**src/rtl/sram_pkg.sv**
```systemverilog
// sram_pkg: shared types and helpers for the 1W/NR zero-fill SRAM.
//   sram_state_e : clear-sequencer states
//   addr_w()     : address width for a given depth (min 1 bit)
package sram_pkg;

  typedef enum logic {
    S_CLEAR = 1'b0,
    S_READY = 1'b1
  } sram_state_e;

  function automatic int addr_w(input int depth);
    return (depth <= 2) ? 1 : $clog2(depth);
  endfunction

endpackage

```
**src/rtl/sram_clear_fsm.sv**
```systemverilog
// sram_clear_fsm: zero-fill sequencer for sram_1wnr_bwe_clr.
// Walks every word once after reset or a CLR request, asserting BUSY
// for exactly DEPTH cycles.
// Ports:
//   CLK, RESET     clock, async active-high reset
//   CLR            fill request, only honoured in S_READY
//   BUSY           high while the fill runs
//   clr_we         zero-write strobe into the array
//   clr_addr       word being zeroed this cycle
module sram_clear_fsm
  import sram_pkg::*;
#(
  parameter  int DEPTH = 32,
  localparam int AW    = addr_w(DEPTH)
) (
  input  logic          CLK,
  input  logic          RESET,
  input  logic          CLR,
  output logic          BUSY,
  output logic          clr_we,
  output logic [AW-1:0] clr_addr
);

  localparam logic [AW-1:0] LAST = (AW)'(DEPTH - 1);

  sram_state_e   state, state_n;
  logic [AW-1:0] cnt, cnt_n;

  always_ff @(posedge CLK or posedge RESET) begin
    if (RESET) begin
      state <= S_CLEAR;
      cnt   <= '0;
    end else begin
      state <= state_n;
      cnt   <= cnt_n;
    end
  end

  always_comb begin
    state_n = state;
    cnt_n   = cnt;
    case (state)
      S_CLEAR: begin
        cnt_n = cnt + 1'b1;
        // Last word is written on this edge; leave with counter parked at 0.
        if (cnt == LAST) begin
          state_n = S_READY;
          cnt_n   = '0;
        end
      end
      S_READY: begin
        if (CLR) begin
          state_n = S_CLEAR;
          cnt_n   = '0;
        end
      end
      default: begin
        state_n = S_CLEAR;
        cnt_n   = '0;
      end
    endcase
  end

  assign BUSY     = (state == S_CLEAR);
  assign clr_we   = BUSY;
  assign clr_addr = cnt;

endmodule

```
**src/rtl/sram_1wnr_bwe_clr.sv**
```systemverilog
// sram_1wnr_bwe_clr: 1-write / READ_PORTS-read synchronous SRAM with
// active-low bit write enables and a hardware zero-fill sequencer.
// Ports:
//   CLK, RESET   clock, async active-high reset (clears Q, restarts fill)
//   CLR          request zero-fill of the whole array (READY only)
//   BUSY         fill in progress; reads/writes ignored, Q holds
//   WEC, BWC     write enable / per-bit write enable, active low
//   DC, AC       write data / address (AC >= DEPTH drops the write)
//   RE, A        per-port active-low read enable / packed addresses
//   Q            per-port registered read data, 1-cycle latency
// Config macro: SRAM_WR_BYPASS_EN -- same-cycle same-address read returns
//   the merged word being written; otherwise read-before-write.
module sram_1wnr_bwe_clr
  import sram_pkg::*;
#(
  parameter  int WIDTH      = 32,
  parameter  int DEPTH      = 32,
  parameter  int READ_PORTS = 2,
  localparam int AW         = addr_w(DEPTH)
) (
  input  logic                        CLK,
  input  logic                        RESET,
  input  logic                        CLR,
  output logic                        BUSY,
  input  logic                        WEC,
  input  logic [WIDTH-1:0]            BWC,
  input  logic [WIDTH-1:0]            DC,
  input  logic [AW-1:0]               AC,
  input  logic [READ_PORTS-1:0]       RE,
  input  logic [READ_PORTS*AW-1:0]    A,
  output logic [READ_PORTS*WIDTH-1:0] Q
);

  // One extra bit so DEPTH == 2**AW still compares correctly.
  localparam logic [AW:0] DEPTH_W = (AW+1)'(DEPTH);

  logic             busy, clr_we;
  logic [AW-1:0]    clr_addr;
  logic [WIDTH-1:0] mem [DEPTH];

  sram_clear_fsm #(.DEPTH(DEPTH)) u_clr (
    .CLK      (CLK),
    .RESET    (RESET),
    .CLR      (CLR),
    .BUSY     (busy),
    .clr_we   (clr_we),
    .clr_addr (clr_addr)
  );

  assign BUSY = busy;

  logic             ac_ok, wr_act;
  logic [WIDTH-1:0] old_w, wr_word;

  assign ac_ok   = {1'b0, AC} < DEPTH_W;
  assign wr_act  = !busy && !WEC && ac_ok;
  assign old_w   = ac_ok ? mem[AC] : '0;
  assign wr_word = (DC & ~BWC) | (old_w & BWC);

  // clr_we and wr_act are mutually exclusive (wr_act requires !busy).
  always_ff @(posedge CLK) begin
    if (clr_we)      mem[clr_addr] <= '0;
    else if (wr_act) mem[AC]       <= wr_word;
  end

  for (genvar i = 0; i < READ_PORTS; i++) begin : g_rd
    logic [AW-1:0]    ra;
    logic             ra_ok;
    logic [WIDTH-1:0] rd_word, q_r;

    assign ra    = A[i*AW +: AW];
    assign ra_ok = {1'b0, ra} < DEPTH_W;

`ifdef SRAM_WR_BYPASS_EN
    // wr_act implies AC in range, so a matching ra is in range too.
    assign rd_word = !ra_ok                  ? '0      :
                     (wr_act && (ra == AC))  ? wr_word : mem[ra];
`else
    assign rd_word = ra_ok ? mem[ra] : '0;
`endif

    always_ff @(posedge CLK or posedge RESET) begin
      if (RESET)                q_r <= '0;
      else if (!busy && !RE[i]) q_r <= rd_word;
    end

    assign Q[i*WIDTH +: WIDTH] = q_r;
  end

endmodule

```
**config.mk**
```make
export PLATFORM = sky130hd
export DESIGN_NAME = sram_1wnr_bwe_clr
export DESIGN_NICKNAME = d
export VERILOG_FILES = /design/src/rtl/sram_pkg.sv /design/src/rtl/sram_clear_fsm.sv /design/src/rtl/sram_1wnr_bwe_clr.sv
export SDC_FILE = /design/constraint.sdc
export NUM_CORES = 2
export LEC_CHECK = 0
export BUFFER_PORTS_ARGS = -buffer_cell sky130_fd_sc_hd__buf_4
export CORE_MARGIN = 2
export CORE_UTILIZATION = 36
export CTS_BUF_LIST = sky130_fd_sc_hd__clkbuf_16
export CTS_CLUSTER_SIZE = 8
export DETAILED_ROUTE_END_ITERATION = 6
export SLEW_MARGIN = 15
export SYNTH_ARGS = -nofsm -noshare
export SYNTH_HDL_FRONTEND = slang
export SYNTH_SLANG_ARGS = --single-unit
export TNS_END_PERCENT = 5
```
**constraint.sdc**
```tcl
create_clock -name CLK -period 3.3 [get_ports CLK]
set_clock_uncertainty 0.2 [all_clocks]
set_input_delay 0.33 -clock CLK [delete_from_list [all_inputs] [get_ports CLK]]
set_output_delay 0.33 -clock CLK [all_outputs]
set_load 0.03 [all_outputs]
```
==> metrics <==
count of final setup violators=0; I/O Buffers=149; Routed Antenna Nets=0; WL final=235000 um; max-slew violations=0; Core ar.=165000 um2; DR DRC count=0; clk slew on worst S/H paths=0.05 ns; initial antenna violation count=5; Layout area overhead=19.9%; Async S/R FF share, synth=0.0640; Critical Path Sink Type=flip-flop; Slew HR=0.125; RSZ-0062 raised after global routing=false; Period minus WS final=3.13 ns; Crit Path Class=input port to flip-flop; status=finished, final reports clean; grt total ovfl=0; layout cells sized above 1=0.164; CP Launch Type=input port; first-pass GRT wire length=330000 um; Crit path max-delay family=buffers and inverters; yosys warns=0; Worst Path Required=3.72 ns; routability cong.=0.863; insertion delay to the later sink of the worst-skew pair=0.79 ns; crit path DAT=3.55 ns; Synth area leader=edfxtp_1; Slew @ Worst Pin=1.31 ns; via count=45278; Syn Nets=4541; Hold Violations, Final=0; io pins=150; Vias/cell=6.36; num rows=149; CP dominant cell by count=buf_12; EDFF count, synth=1024; Setup Total Neg Slack=0 ns; CTS tree=yes; post-DP HPWL=143000 um; vias in the first global route=44629; Starting Density=0.362; main flop type after synthesis=edfxtp_1; MaxCap Viol Count=0; Num CTS Buffers=155; Nets=4885; Slowest-stage cell, CP=or4_1; DP Worst Slack=-0.205 ns; crit path max fanout=53; cell count after placement=6782; CTS Sinks=1094; Hold Crit Class=input port to flip-flop; PostCTS Resize Cnt=0; PD cells=612 nW/um2; leading post-synthesis cells by cell area=edfxtp_1 52%, mux2i_1 26%, a22oi_1 6.5%; Bufs on Longest Clock Path=3; period utilization=0.949; die width=411 um; sequence of cells on the critical path=buf_8 > buf_12 > buf_12 > mux2i_1 > a22oi_1 > a21oi_1 > or4_1 > a21oi_2 > dlygate4sd3_1 > buf_4; f_max=0.319 GHz; drt first pass iters=5; top-count cell post-synth=mux2i_1; Cell Area, Synth=59600 um2; post-synth cell types=34; syn avg cell area=13.4 um2; worst vdd ir=0.000466 V; largest net degree at the start of global routing=67; Finished Layout Cells=7114; full die area=169000 um2; Die Y=411 um; top cell type's share of synthesized area=0.516; H-tree depth=4; All-Layer GR Usage=0.271; worst setup margin=0.170 ns; synthesized instance count=4454; sequential area share after synthesis=0.545; initial DRC count=6061; DR WL/cell=33.1 um; Final Core Density=0.434; synthesized flop and latch total=1094; CTS Root Cell=clkbuf_16; Worst Path Buf+Inv=5; Worst path max stage delay=0.62 ns; fillcell total=14894; Leak=28.2 nW; Synth top cells by count=1536 x mux2i_1, 1024 x edfxtp_1, 516 x a22oi_1, 295 x a21oi_1, 190 x clkbuf_1
-- through the flow --
stage / instance area [um2] / total power (W) / hold WS (ns)
after floorplan: 59600 / 0.0238 / 0.212
after global placement: 66500 / 0.0290 / 0.258
after detailed placement: 66500 / 0.0291 / 0.262
after CTS: 71400 / 0.0437 / 0.00759
after global routing: 71500 / 0.0450 / 0.0614
final: 71500 / 0.0437 / 0.0385
-- metal layers --
layer / routed length, um / GRT usage / vias up
met5: 0 / 0 / -
met4: 11600 / 0.128 / 0
met3: 23500 / 0.0559 / 581
met2: 105000 / 0.420 / 2786
met1: 94700 / 0.364 / 22963
li1: - / - / 18948
-- worst min-delay path: cells and delay by family --
kind,cells,cell delay [ns]
AOI/OAI and AO/OA,2,0.23
buffers and inverters,2,0.30
-- cells in the final DEF, fill, tap and decap left out, drive strengths merged --
| master | instances |
|---|---|
| nor2 | 44 |
| a22o | 129 |
| and2b | 1 |
| mux2 | 1 |
| and3 | 3 |
| dlygate4sd3 | 48 |
| a31oi | 2 |
| or2 | 3 |
| clkinv | 9 |
| a22oi | 516 |
| a21oi | 295 |
| nor3 | 7 |
| edfxtp | 1024 |
| nor3b | 4 |
| a221oi | 128 |
| o22ai | 64 |
| inv | 116 |
| nand3 | 1 |
| or4 | 32 |
| o2bb2ai | 2 |
| buf | 539 |
| diode | 7 |
| and2 | 3 |
| clkbuf | 155 |
| nor2b | 6 |
| nand2 | 70 |
| mux2i | 1536 |
| xnor2 | 1 |
| ha | 2 |
| dfrtp | 70 |
| nand2b | 9 |
| o21ai | 34 |
| o41ai | 64 |
-- area by class of cell --
| cell class | instances | area, um2 | area share |
|---|---|---|---|
| inverter | 3 | 13.8 | 0.000192 |
| timing repair buffer | 587 | 6080 | 0.0850 |
| clock buffer | 155 | 3880 | 0.0542 |
| multi-input combinational | 2957 | 25700 | 0.359 |
| sequential | 1094 | 32500 | 0.455 |
| antenna | 7 | 17.5 | 0.000245 |
| tap | 2189 | 2740 | 0.0383 |
| clock inverter | 122 | 599 | 0.00838 |
-- repair_timing --
item,in CTS,in global routing
hold endpoints to repair,1024,32
hold buffers,47,1
setup buffers,0,0
-- state kept, by name (all words and copies together) (netlist names) --
signal and count:
u_clr.clr_addr 5, u_clr.state 1, g_rd.q_r 64, mem 1024
-- worst paths after layout --
check,from,to,slack (ns),cells past startpoint
min in group asynchronous,RESET,g_rd[0].q_r[22]$_DFFE_PP0P_,0.10,3
max in group asynchronous,RESET,g_rd[1].q_r[31]$_DFFE_PP0P_,2.01,4
setup / recovery,AC[0],mem[2][18]$_DFFE_PP_,0.17,10
setup reg to reg,u_clr.state$_DFF_PP0_,mem[4][9]$_DFFE_PP_,0.19,7
hold / removal,DC[18],mem[7][18]$_DFFE_PP_,0.04,4
hold reg to reg,u_clr.state$_DFF_PP0_,u_clr.state$_DFF_PP0_,0.27,1
-- logic make-up (layout without fill, tap and decap cells) --
logic type,count (synthesis),count (layout),synth area share
compound gates,1234,1234,0.147
buf+inv,403,867,0.0342
simple gates,183,183,0.0150
flops,1094,1094,0.545
mux,1537,1537,0.258
fa+ha+maj,2,2,0.000420
other cells,0,7,0
xor+xnor,1,1,0.000147
-- power breakdown --
group | leakage [nW] | total, W | switching, W | internal [W]
Sequential | 10.4 | 0.0188 | 0.00140 | 0.0174
Clock | 2.56 | 0.0147 | 0.00623 | 0.00845
Combinational | 15.3 | 0.0103 | 0.00669 | 0.00357
No activity file was read; power rests on OpenSTA's default activity.
